===== src/rtl/pbit_sweep_scheduler.sv =====
// Sequences colour groups with per-group dwell, counts sweeps, and captures m_in one cycle after each sweep end.
// Outputs registered (group enable from cycle after start). One-entry sample buffer: a capture while full drops the sample and sets overflow.
module pbit_sweep_scheduler #(
    parameter int NUM_GROUPS = 5,
    parameter int DWELL_W    = 4,
    parameter int SWEEP_W    = 16,
    parameter int OUT_W      = 8,
    localparam int GW        = (NUM_GROUPS > 1) ? $clog2(NUM_GROUPS) : 1
) (
    input  logic               clk,
    input  logic               reset,
    input  logic               start,
    input  logic               stop,
    input  logic [DWELL_W-1:0] dwell,
    input  logic [SWEEP_W-1:0] num_sweeps,
    input  logic [OUT_W-1:0]   m_in,
    output logic [GW-1:0]      group_idx,
    output logic               group_en,
    output logic               busy,
    output logic               done,
    output logic [SWEEP_W-1:0] sweep_count,
    output logic [OUT_W-1:0]   sample_data,
    output logic               sample_valid,
    input  logic               sample_ready,
    output logic               overflow
);

    typedef enum logic [1:0] {S_IDLE, S_RUN, S_FLUSH, S_DONE} state_t;

    state_t             state_q, state_d;
    logic [GW-1:0]      group_idx_q, group_idx_d;
    logic               group_en_q, group_en_d;
    logic               busy_q, busy_d;
    logic               done_q, done_d;
    logic [DWELL_W-1:0] dwell_q, dwell_d;
    logic [DWELL_W-1:0] dcnt_q, dcnt_d;
    logic [SWEEP_W-1:0] num_q, num_d;
    logic [SWEEP_W-1:0] sweep_count_q, sweep_count_d;
    logic               stop_pend_q, stop_pend_d;
    logic               cap_q, cap_d;
    logic [OUT_W-1:0]   sample_data_q, sample_data_d;
    logic               sample_valid_q, sample_valid_d;
    logic               overflow_q, overflow_d;

    logic               xfer;
    logic               last_dwell;
    logic               last_group;
    logic [SWEEP_W-1:0] sweep_inc;

    always_comb begin
        state_d        = state_q;
        group_idx_d    = group_idx_q;
        group_en_d     = group_en_q;
        busy_d         = busy_q;
        done_d         = 1'b0;
        dwell_d        = dwell_q;
        dcnt_d         = dcnt_q;
        num_d          = num_q;
        sweep_count_d  = sweep_count_q;
        stop_pend_d    = stop_pend_q;
        cap_d          = 1'b0;
        sample_data_d  = sample_data_q;
        sample_valid_d = sample_valid_q;
        overflow_d     = overflow_q;

        xfer       = sample_valid_q & sample_ready;
        last_dwell = (dcnt_q == dwell_q - DWELL_W'(1));
        last_group = (group_idx_q == GW'(NUM_GROUPS - 1));
        sweep_inc  = (&sweep_count_q) ? sweep_count_q : sweep_count_q + SWEEP_W'(1);

        case (state_q)
            S_IDLE: begin
                if (start) begin
                    dwell_d       = (dwell == '0) ? DWELL_W'(1) : dwell;
                    num_d         = num_sweeps;
                    sweep_count_d = '0;
                    overflow_d    = 1'b0;
                    stop_pend_d   = 1'b0;
                    dcnt_d        = '0;
                    group_idx_d   = '0;
                    group_en_d    = 1'b1;
                    busy_d        = 1'b1;
                    state_d       = S_RUN;
                end
            end
            S_RUN: begin
                if (stop) begin
                    stop_pend_d = 1'b1;
                end
                if (last_dwell) begin
                    dcnt_d = '0;
                    if (last_group) begin
                        group_idx_d   = '0;
                        sweep_count_d = sweep_inc;
                        cap_d         = 1'b1;
                        // A stop arriving on the sweep-end edge itself still ends this sweep.
                        if (((num_q != '0) && (sweep_inc == num_q)) || stop_pend_q || stop) begin
                            group_en_d  = 1'b0;
                            stop_pend_d = 1'b0;
                            state_d     = S_FLUSH;
                        end
                    end else begin
                        group_idx_d = group_idx_q + GW'(1);
                    end
                end else begin
                    dcnt_d = dcnt_q + DWELL_W'(1);
                end
            end
            S_FLUSH: begin
                busy_d  = 1'b0;
                done_d  = 1'b1;
                state_d = S_DONE;
            end
            default: begin
                state_d = S_IDLE;
            end
        endcase

        // A consumer accept on the capture edge frees the slot for the new sample.
        if (cap_q) begin
            if (!sample_valid_q || xfer) begin
                sample_data_d  = m_in;
                sample_valid_d = 1'b1;
            end else begin
                overflow_d = 1'b1;
            end
        end else if (xfer) begin
            sample_valid_d = 1'b0;
        end
    end

    always_ff @(posedge clk or posedge reset) begin
        if (reset) begin
            state_q        <= S_IDLE;
            group_idx_q    <= '0;
            group_en_q     <= 1'b0;
            busy_q         <= 1'b0;
            done_q         <= 1'b0;
            dwell_q        <= '0;
            dcnt_q         <= '0;
            num_q          <= '0;
            sweep_count_q  <= '0;
            stop_pend_q    <= 1'b0;
            cap_q          <= 1'b0;
            sample_data_q  <= '0;
            sample_valid_q <= 1'b0;
            overflow_q     <= 1'b0;
        end else begin
            state_q        <= state_d;
            group_idx_q    <= group_idx_d;
            group_en_q     <= group_en_d;
            busy_q         <= busy_d;
            done_q         <= done_d;
            dwell_q        <= dwell_d;
            dcnt_q         <= dcnt_d;
            num_q          <= num_d;
            sweep_count_q  <= sweep_count_d;
            stop_pend_q    <= stop_pend_d;
            cap_q          <= cap_d;
            sample_data_q  <= sample_data_d;
            sample_valid_q <= sample_valid_d;
            overflow_q     <= overflow_d;
        end
    end

    assign group_idx    = group_idx_q;
    assign group_en     = group_en_q;
    assign busy         = busy_q;
    assign done         = done_q;
    assign sweep_count  = sweep_count_q;
    assign sample_data  = sample_data_q;
    assign sample_valid = sample_valid_q;
    assign overflow     = overflow_q;

endmodule


===== config.mk =====
export PLATFORM = sky130hd
export DESIGN_NAME = pbit_sweep_scheduler
export DESIGN_NICKNAME = d
export VERILOG_FILES = /design/src/rtl/pbit_sweep_scheduler.sv
export SDC_FILE = /design/constraint.sdc
export NUM_CORES = 1
export LEC_CHECK = 0
export CAP_MARGIN = 5
export CELL_PAD_IN_SITES_DETAIL_PLACEMENT = 1
export CELL_PAD_IN_SITES_GLOBAL_PLACEMENT = 2
export CORE_ASPECT_RATIO = 1.25
export CORE_UTILIZATION = 23
export DETAILED_ROUTE_END_ITERATION = 8
export MAX_ROUTING_LAYER = met4
export PLACE_DENSITY_LB_ADDON = 0.05
export SKIP_CTS_REPAIR_TIMING = 1
export SLEW_MARGIN = 20
export SYNTH_ARGS = -nofsm -noshare
export SYNTH_HDL_FRONTEND = slang
export SYNTH_SLANG_ARGS = --single-unit

===== constraint.sdc =====
create_clock -name clk -period 5.7 [get_ports clk]
set_input_delay 1.425 -clock clk [delete_from_list [all_inputs] [get_ports clk]]
set_output_delay 1.425 -clock clk [all_outputs]
set_load 0.005 [all_outputs]

==> flow_metrics.py, run 1 <==
metrics = {
    "worst_setup_path": {
        "cp-start-kind": "register",
        "cp_slowest_stage_delay_ps": 660,
        "crit_type": "register to register",
        "slowest_stage": "dfrtp_1",
        "crit_path_end_kind": "register",
        "path_max_fanout": 12,
        "cp.arrival_ps": 3300,
        "cp_top_family": "simple AND/OR/NAND/NOR gates",
        "critPathBufInv": 0,
        "crit_required_ps": 5930,
        "path_cells": "and4_1 -> nand4_2 -> or3_1 -> a2111oi_1 -> nor4b_4 -> mux2i_1 -> a211o_1",
    },
    "cts": {
        "clock_latency_ps": 340,
        "cts.clk_slew.worst_paths_ps": 60,
        "cts_tree": "yes",
        "htreeDepth": 3,
        "cts.sinks": 60,
        "root_buffer": "clkbuf_16",
        "cts_max_path_buffers": 2,
        "numCtsBuffers": 9,
    },
    "pwr": {
        "clock_power_share": 0.290,
        "vdd_drop_max_uv": 116.3,
        "p_total_mw": 1.781,
        "swShare": 0.3739,
        "intPower_mw": 1.115,
        "seqPwrFrac": 0.367,
        "power_frac_comb": 0.342,
        "switchingPower_mw": 0.6659,
        "power_density_nw_per_um2": 383.6,
        "p_leak_nw": 1.857,
    },
    "yosys": {
        "async_flop_share": 1.000,
        "synth_area_leader_cell": "dfrtp_1",
        "synth-seq-area-share": 0.4180,
        "yosysUniqueCellTypes": 60,
        "syn_inst": 347,
        "synth_fp_nets": 389,
        "synth_warnings": 0,
        "synth_top_area_share": 0.4180,
        "ys_ff_latch": 60,
        "synth_edf_count": 0,
        "synthTopCellsByArea": "dfrtp_1 (42%), mux2_2 (8.5%), xnor2_1 (4.4%), o21ai_0 (3.8%), ha_1 (3.1%)",
        "synth_flop_cell": "dfrtp_1",
        "syn-mean-instance-area_sq_um": 10.35,
        "syn-cell-area_sq_um": 3592,
    },
    "die": {
        "die_w_um": 113.8,
        "rows": 50,
        "fp.coreArea_sq_um": 15140,
        "dieArea_sq_um": 16130,
        "io_pins": 65,
        "start_util": 0.2373,
        "die_h_um": 141.7,
    },
    "placement": {
        "place_ws_ps": 2325,
        "place_inst": 604,
        "dp_hpwl_mm": 8.877,
        "io_buffers": 64,
        "gp_congestion": 0.7987,
    },
    "grt": {
        "grt_remaining_overflow": 0,
        "gr-usage-all-layers": 0.1616,
        "antenna_found_initial": 0,
        "grt_max_degree": 47,
        "grt_pass1_wl_mm": 18.66,
        "grt_pass1_vias": 3184,
    },
    "route": {
        "num_vias": 2974,
        "dr.first_iter.drc_count": 74,
        "drcViolationCount": 0,
        "wl_per_cell_um": 18.81,
        "detail-route-antenna-nets": 0,
        "via_per_inst": 4.797,
        "wl_mm": 11.67,
        "dr.pass1.iters": 4,
    },
    "sta": {
        "worst_slew_pin_slew_ps": 969.8,
        "drv_slew": 0,
        "finalCritPeriodShare": 0.5397,
        "skew_ps": 3.978,
        "min_period_ps": 3077,
        "finalSetupViolations": 0,
        "maxSlewHeadroom": 0.3519,
        "finalHoldViolCount": 0,
        "fmaxAchievable_mhz": 325.0,
        "tns_ps": 0,
        "setup_slack_ps": 2624,
        "rsz0062_at_grt": "false",
    },
    "layout": {
        "fillers": 1750,
        "final_cell_mix": "clkdlybuf4s50_1 (64), dfrtp_1 (60), nand2_1 (27), mux2_2 (27), o21ai_0 (27)",
        "final_cells": 620,
        "synthToLayoutAreaGrowth_pct": 29.26,
        "final_nets": 449,
        "num_antenna_cells": 0,
        "multi_input_area_sq_um": 1916,
        "final_common_cell": "clkdlybuf4s50_1",
        "drive_above_1_share": 0.1650,
        "seq_area_sq_um": 1501,
    },
    "flow_run": {
        "cap_violations": 0,
    },
    "status": {
        "outcome": "complete, no violations",
    },
    "min_path": {
        "hold_path.class": "register to register",
    },
}
-- flip-flops by register name (all words and copies together) (netlist names) --
register      flops
num_q            16
sweep_count      16
sample_data       8
dcnt_q            4
dwell_q           4
group_idx         3
state_q           2
busy              1
cap_q             1
done              1
group_en          1
overflow          1
sample_valid      1
stop_pend_q       1
-- cell families (layout without fill, tap and decap cells) --
family | count (synthesis) | in the layout | share of synthesized area
AOI/OAI and AO/OA | 77 | 77 | 0.1303
adders and majority gates | 9 | 9 | 0.03135
buffers and inverters | 26 | 91 | 0.04876
xor gates and xnor gates | 29 | 29 | 0.07071
muxes | 30 | 30 | 0.09300
and+or+nand+nor | 116 | 116 | 0.2079
DFF | 60 | 60 | 0.4180
-- path summary, 6_finish.rpt --
check / start / slack (ps) / end / depth (start not counted)
min in group asynchronous: reset / 1560 / sample_data[5]$_DFFE_PP0P_ / 2
max reg2reg: sweep_count[8]$_DFFE_PP0P_ / 2620 / state_q[0]$_DFFE_PP0P_ / 7
max in group asynchronous: reset / 3360 / num_q[2]$_DFFE_PP0P_ / 3
min: cap_q$_DFF_PP0_ / 490 / sample_valid$_DFFE_PP0P_ / 2
max: sweep_count[8]$_DFFE_PP0P_ / 2620 / state_q[0]$_DFFE_PP0P_ / 7
min reg2reg: cap_q$_DFF_PP0_ / 490 / sample_valid$_DFFE_PP0P_ / 2
-- layout make-up --
| class | instances | area share |
|---|---|---|
| well taps | 208 | 0.05605 |
| multi-input cells | 261 | 0.4126 |
| clock inverters | 6 | 0.008623 |
| repair buffers | 65 | 0.1396 |
| flip-flops and latches | 60 | 0.3234 |
| inverters | 10 | 0.008354 |
| clock buffers | 10 | 0.05147 |
-- metal layers --
| metal | up-vias | global-route usage | part of all wire |
|---|---|---|---|
| met1 | 1521 | 0.1790 | 0.42 |
| met3 | 16 | 0.02008 | 0.018 |
| met5 | - | - | 0 |
| li1 | 1392 | - | - |
| met2 | 45 | 0.2869 | 0.54 |
| met4 | 0 | 0.07656 | 0.020 |
-- synth_stat cells (6+ instances only) --
library cell and instances:
nand4_1 6, mux2_2 27, inv_1 10, o21ai_0 27
ha_1 9, nand2_1 27, dfrtp_1 60, xnor2_1 18
xor2_1 11, nor3_1 8, nand3_1 15, nor2_1 15
a21oi_1 21
-- per-stage QoR --
stage | area, sq um | utilization | hold slack, ps
detailed placement | 4363 | 0.2882 | 486.1
floorplan | 3592 | - | 436.5
global route | 4643 | 0.3067 | 519.0
CTS | 4642 | 0.3066 | 499.0
finish | 4643 | 0.3067 | 488.0
global placement | 4363 | 0.2882 | 472.7
-- worst register-to-register path: stages, from the launching register on --
cell	delay [ps]
dfrtp_1	660
and4_1	390
nand4_2	350
or3_1	470
a2111oi_1	360
nor4b_4	380
mux2i_1	120
a211o_1	230
-- power by group through the flow --
stage,clock (mW),sequential (mW),combinational [mW]
finish,0.517,0.654,0.610
global route,0.549,0.672,0.681
CTS,0.537,0.659,0.625
detailed placement,0,0.667,0.623
global placement,0,0.666,0.619
floorplan,0,0.613,0.442
(Power assumes the default switching activity.)
==> run 2: changes to the inputs <==
==> constraint.sdc (replaced) <==
create_clock -name clk -period 3.1 [get_ports clk]
set_input_delay 0.775 -clock clk [delete_from_list [all_inputs] [get_ports clk]]
set_output_delay 0.775 -clock clk [all_outputs]
set_load 0.005 [all_outputs]
==> run 2 against run 1 <==
Clock-buffer cell count down 1. Combinational power up 93%. Global-route usage up 0.097 points. Highest routed layer unchanged.
==> flow_metrics.py, run 2 (synthesis results as in run 1) <==
metrics = {
    "status": {
        "outcome": "complete, no violations",
    },
    "layout": {
        "final_common_cell": "clkdlybuf4s50_1",
        "final_cell_mix": "clkdlybuf4s50_1 (64), dfrtp_1 (60), nand2_1 (27), mux2_2 (27), o21ai_0 (27)",
        "num_antenna_cells": 0,
        "drive_above_1_share": 0.2128,
        "seq_area_sq_um": 1501,
        "multi_input_area_sq_um": 1916,
        "synthToLayoutAreaGrowth_pct": 36.02,
        "final_nets": 475,
        "final_cells": 645,
        "fillers": 1745,
        "finalCoreUtilization": 0.3227,
    },
    "cts": {
        "cts_max_path_buffers": 2,
        "cts.sinks": 60,
        "clock_latency_ps": 340,
        "root_buffer": "clkbuf_16",
        "numCtsBuffers": 9,
        "cts.clk_slew.worst_paths_ps": 60,
        "htreeDepth": 3,
        "cts_tree": "yes",
    },
    "worst_setup_path": {
        "path_max_fanout": 9,
        "reg2reg_to": "state_q[0]$_DFFE_PP0P_",
        "crit_end": "state_q[0]$_DFFE_PP0P_",
        "crit_start": "sweep_count[9]$_DFFE_PP0P_",
        "r2r_slack_ps": 180,
        "cp.arrival_ps": 3140,
        "crit_required_ps": 3320,
        "cp-start-kind": "register",
        "crit_type": "register to register",
        "r2r_cells": 9,
        "crit_path_end_kind": "register",
        "r2r-start": "sweep_count[9]$_DFFE_PP0P_",
    },
    "route": {
        "detail-route-antenna-nets": 0,
        "num_vias": 3006,
        "dr.first_iter.drc_count": 129,
        "drcViolationCount": 0,
        "via_per_inst": 4.660,
        "dr.pass1.iters": 4,
        "wl_mm": 11.83,
        "wl_per_cell_um": 18.35,
    },
    "grt": {
        "grt_pass1_wl_mm": 18.75,
        "grt_pass1_vias": 3196,
        "gr-usage-all-layers": 0.1626,
        "antenna_found_initial": 0,
        "grt_remaining_overflow": 0,
        "grt_max_degree": 61,
    },
    "die": {
        "rows": 50,
        "dieArea_sq_um": 16130,
        "die_w_um": 113.8,
        "start_util": 0.2373,
        "die_h_um": 141.7,
        "io_pins": 65,
        "fp.coreArea_sq_um": 15140,
    },
    "placement": {
        "io_buffers": 64,
        "gp_congestion": 0.7903,
        "place_ws_ps": 158.3,
        "place_inst": 630,
        "dp_hpwl_mm": 9.062,
    },
    "sta": {
        "setup_slack_ps": 180.2,
        "min_period_ps": 2920,
        "drv_slew": 0,
        "maxSlewHeadroom": 0.5874,
        "skew_ps": 5.738,
        "finalSetupViolations": 0,
        "rsz0062_at_grt": "false",
        "worst_slew_pin_slew_ps": 612.4,
        "fmaxAchievable_mhz": 342.5,
        "finalCritPeriodShare": 0.9419,
        "tns_ps": 0,
        "finalHoldViolCount": 0,
    },
    "min_path": {
        "hold_path.class": "register to register",
    },
    "pwr": {
        "seqPwrFrac": 0.347,
        "power_density_nw_per_um2": 712.4,
        "switchingPower_mw": 1.239,
        "p_leak_nw": 2.022,
        "power_frac_comb": 0.340,
        "swShare": 0.3560,
        "intPower_mw": 2.242,
        "vdd_drop_max_uv": 350.8,
        "clock_power_share": 0.313,
    },
    "flow_run": {
        "cap_violations": 0,
    },
}
-- run 2: cell count changes in the layout (fill, tap and decap cells not counted) --
cell	before	now
buf_4	1	26
clkinvlp_4	4	1
bufinv_16	0	2
clkinv_2	3	1
clkinv_4	0	2
buf_12	0	1
clkbuf_8	1	0
inv_2	0	1
-- run 2: final cells by class --
type / count / area share
Clock buffer: 9 / 0.04609
Timing Repair Buffer: 91 / 0.1752
Inverter: 10 / 0.007682
Multi-Input combinational cell: 261 / 0.3921
Tap cell: 208 / 0.05327
Clock inverter: 6 / 0.01844
Sequential cell: 60 / 0.3073
-- run 2: worst min-delay path by stage --
stage,start,endpoint,slack [ps],cells past startpoint
2_1_floorplan,cap_q$_DFF_PP0_,sample_valid$_DFFE_PP0P_,440,2
3_3_place_gp,overflow$_DFF_PP0_,overflow$_DFF_PP0_,460,2
3_5_place_dp,cap_q$_DFF_PP0_,sample_valid$_DFFE_PP0P_,470,2
4_1_cts,cap_q$_DFF_PP0_,sample_valid$_DFFE_PP0P_,490,2
5_1_grt,sample_data[1]$_DFFE_PP0P_,sample_data[1]$_DFFE_PP0P_,510,1
6_report,cap_q$_DFF_PP0_,sample_valid$_DFFE_PP0P_,480,2
-- run 2: layer usage --
layer  GRT usage  part of all wire  vias to the layer above
li1            -                 -                     1447
met1      0.1841              0.43                     1492
met2      0.2782              0.52                       49
met3     0.02221             0.019                       18
met4     0.08544             0.025                        0
met5           -                 0                        -
-- run 2: stage by stage --
step	power, mW	hold slack (ps)	area, sq um
2_1_floorplan	1.939	436.5	3592
3_3_place_gp	2.416	462.7	4571
3_5_place_dp	2.429	471.4	4571
4_1_cts	3.547	485.7	4886
5_1_grt	3.710	513.3	4886
6_report	3.481	480.0	4886
-- run 2: power by group through the flow --
stage | Combinational (mW) | Sequential (mW) | Clock, mW
final | 1.18 | 1.21 | 1.09
after global routing | 1.32 | 1.24 | 1.15
after CTS | 1.21 | 1.21 | 1.12
after floorplan | 0.812 | 1.13 | 0
after detailed placement | 1.20 | 1.23 | 0
after global placement | 1.19 | 1.23 | 0
-- run 2: worst max-delay path, cell delays in order (launching register included) --
cell and delay, ps:
dfrtp_1 560, and4_1 330, nand4_2 290, buf_4 260, mux2i_1 190, xor2_1 160
o2111ai_1 170, nor4b_4 470, mux2i_1 130, a211o_1 230
==> run 3: changes to the inputs <==
--- a/config.mk
+++ b/config.mk
@@ -11,7 +11,6 @@
 export CORE_ASPECT_RATIO = 1.25
 export CORE_UTILIZATION = 23
 export DETAILED_ROUTE_END_ITERATION = 8
-export MAX_ROUTING_LAYER = met4
 export PLACE_DENSITY_LB_ADDON = 0.05
 export SKIP_CTS_REPAIR_TIMING = 1
 export SLEW_MARGIN = 20
==> run 3 against run 2 <==
Die area unchanged. Sequential share of layout area unchanged. Utilization unchanged. Critical endpoint unchanged. Hold slack about the same. Global-route usage down 0.48 points. Flip-flop and latch count unchanged. First-iteration DRC count down 9.3%.
==> flow_metrics.py, run 3 (synthesis results as in run 1) <==
metrics = {
    "status": {
        "outcome": "complete, no violations",
    },
    "die": {
        "die_h_um": 141.7,
        "start_util": 0.2373,
        "rows": 50,
        "io_pins": 65,
        "dieArea_sq_um": 16130,
        "fp.coreArea_sq_um": 15140,
        "die_w_um": 113.8,
    },
    "layout": {
        "finalCoreUtilization": 0.3227,
        "final_cell_mix": "clkdlybuf4s50_1 (64), dfrtp_1 (60), nand2_1 (27), mux2_2 (27), o21ai_0 (27)",
        "fillers": 1745,
        "drive_above_1_share": 0.2128,
        "final_common_cell": "clkdlybuf4s50_1",
        "multi_input_area_sq_um": 1916,
        "final_nets": 475,
        "num_antenna_cells": 0,
        "final_cells": 645,
        "synthToLayoutAreaGrowth_pct": 36.02,
        "seq_area_sq_um": 1501,
    },
    "placement": {
        "place_inst": 630,
        "dp_hpwl_mm": 9.062,
        "io_buffers": 64,
        "gp_congestion": 0.7796,
    },
    "pwr": {
        "power_density_nw_per_um2": 711.1,
        "p_total_mw": 3.474,
        "vdd_drop_max_uv": 352.1,
        "p_leak_nw": 2.022,
    },
    "cts": {
        "root_buffer": "clkbuf_16",
        "clock_latency_ps": 340,
        "htreeDepth": 3,
        "cts.sinks": 60,
        "cts_tree": "yes",
        "cts_max_path_buffers": 2,
        "cts.clk_slew.worst_paths_ps": 60,
        "numCtsBuffers": 9,
    },
    "sta": {
        "tns_ps": 0,
        "finalHoldViolCount": 0,
        "worst_slew_pin_slew_ps": 612.8,
        "skew_ps": 5.912,
        "fmaxAchievable_mhz": 342.4,
        "min_period_ps": 2921,
        "whs_ps": 480.0,
        "drv_slew": 0,
        "rsz0062_at_grt": "false",
        "finalCritPeriodShare": 0.9422,
        "maxSlewHeadroom": 0.5872,
        "finalSetupViolations": 0,
    },
    "grt": {
        "grt_pass1_vias": 3197,
        "antenna_found_initial": 0,
        "grt_remaining_overflow": 0,
        "gr-usage-all-layers": 0.1577,
        "grt_pass1_wl_mm": 18.75,
        "grt_max_degree": 61,
    },
    "flow_run": {
        "cap_violations": 0,
    },
    "route": {
        "via_per_inst": 4.670,
        "drcViolationCount": 0,
        "wl_mm": 11.81,
        "wl_per_cell_um": 18.31,
        "dr.pass1.iters": 4,
        "num_vias": 3012,
        "detail-route-antenna-nets": 0,
        "dr.first_iter.drc_count": 117,
    },
    "worst_setup_path": {
        "r2r_cells": 9,
        "cp.arrival_ps": 3140,
        "crit_path_end_kind": "register",
        "path_max_fanout": 9,
        "crit_type": "register to register",
        "crit_required_ps": 3320,
        "cp-start-kind": "register",
    },
    "min_path": {
        "holdPathStages": 2,
        "hold_path.class": "register to register",
    },
}
run 3: cell counts in the layout (fill, tap and decap cells not counted):
Identical to the previous run, type by type.
run 3: worst max-delay path: stages (launching register included):
cell       delay (ps)
dfrtp_1           560
and4_1            340
nand4_2           290
buf_4             260
mux2i_1           190
xor2_1            160
o2111ai_1         170
nor4b_4           460
mux2i_1           130
a211o_1           230
run 3: area by class of cell:
cell class,instances,share of cell area
multi-input cells,261,0.3921
flip-flops and latches,60,0.3073
repair buffers,91,0.1752
well taps,208,0.05327
clock buffers,9,0.04609
clock inverters,6,0.01844
inverters,10,0.007682
run 3: path summary, 6_finish.rpt:
check                                            from                        to  slack, ps
min                                   cap_q$_DFF_PP0_  sample_valid$_DFFE_PP0P_        480
min reg2reg                           cap_q$_DFF_PP0_  sample_valid$_DFFE_PP0P_        480
max reg2reg                sweep_count[9]$_DFFE_PP0P_    state_q[0]$_DFFE_PP0P_        180
max                        sweep_count[9]$_DFFE_PP0P_    state_q[0]$_DFFE_PP0P_        180
min in group asynchronous                       reset     num_q[11]$_DFFE_PP0P_        840
max in group asynchronous                       reset  group_idx[2]$_DFFE_PP0P_       1970
run 3: metal layers:
layer	global-route usage	part of all wire
met1	0.1846	0.43
met2	0.2766	0.52
met3	0.02264	0.020
met4	0.08544	0.026
met5	0	0
run 3: stage by stage:
| step | setup WS [ps] | instance area, sq um |
|---|---|---|
| final | 179.0 | 4886 |
| after global routing | 33.74 | 4886 |
| after CTS | 153.7 | 4886 |
| after detailed placement | 158.3 | 4571 |
| after global placement | 144.4 | 4571 |
| after floorplan | 498.6 | 3592 |
run 3: where the power goes:
part           internal (mW)  switching (mW)
logic                  0.565           0.618
clock network          0.700           0.385
registers              0.977           0.230
total                   2.24            1.23
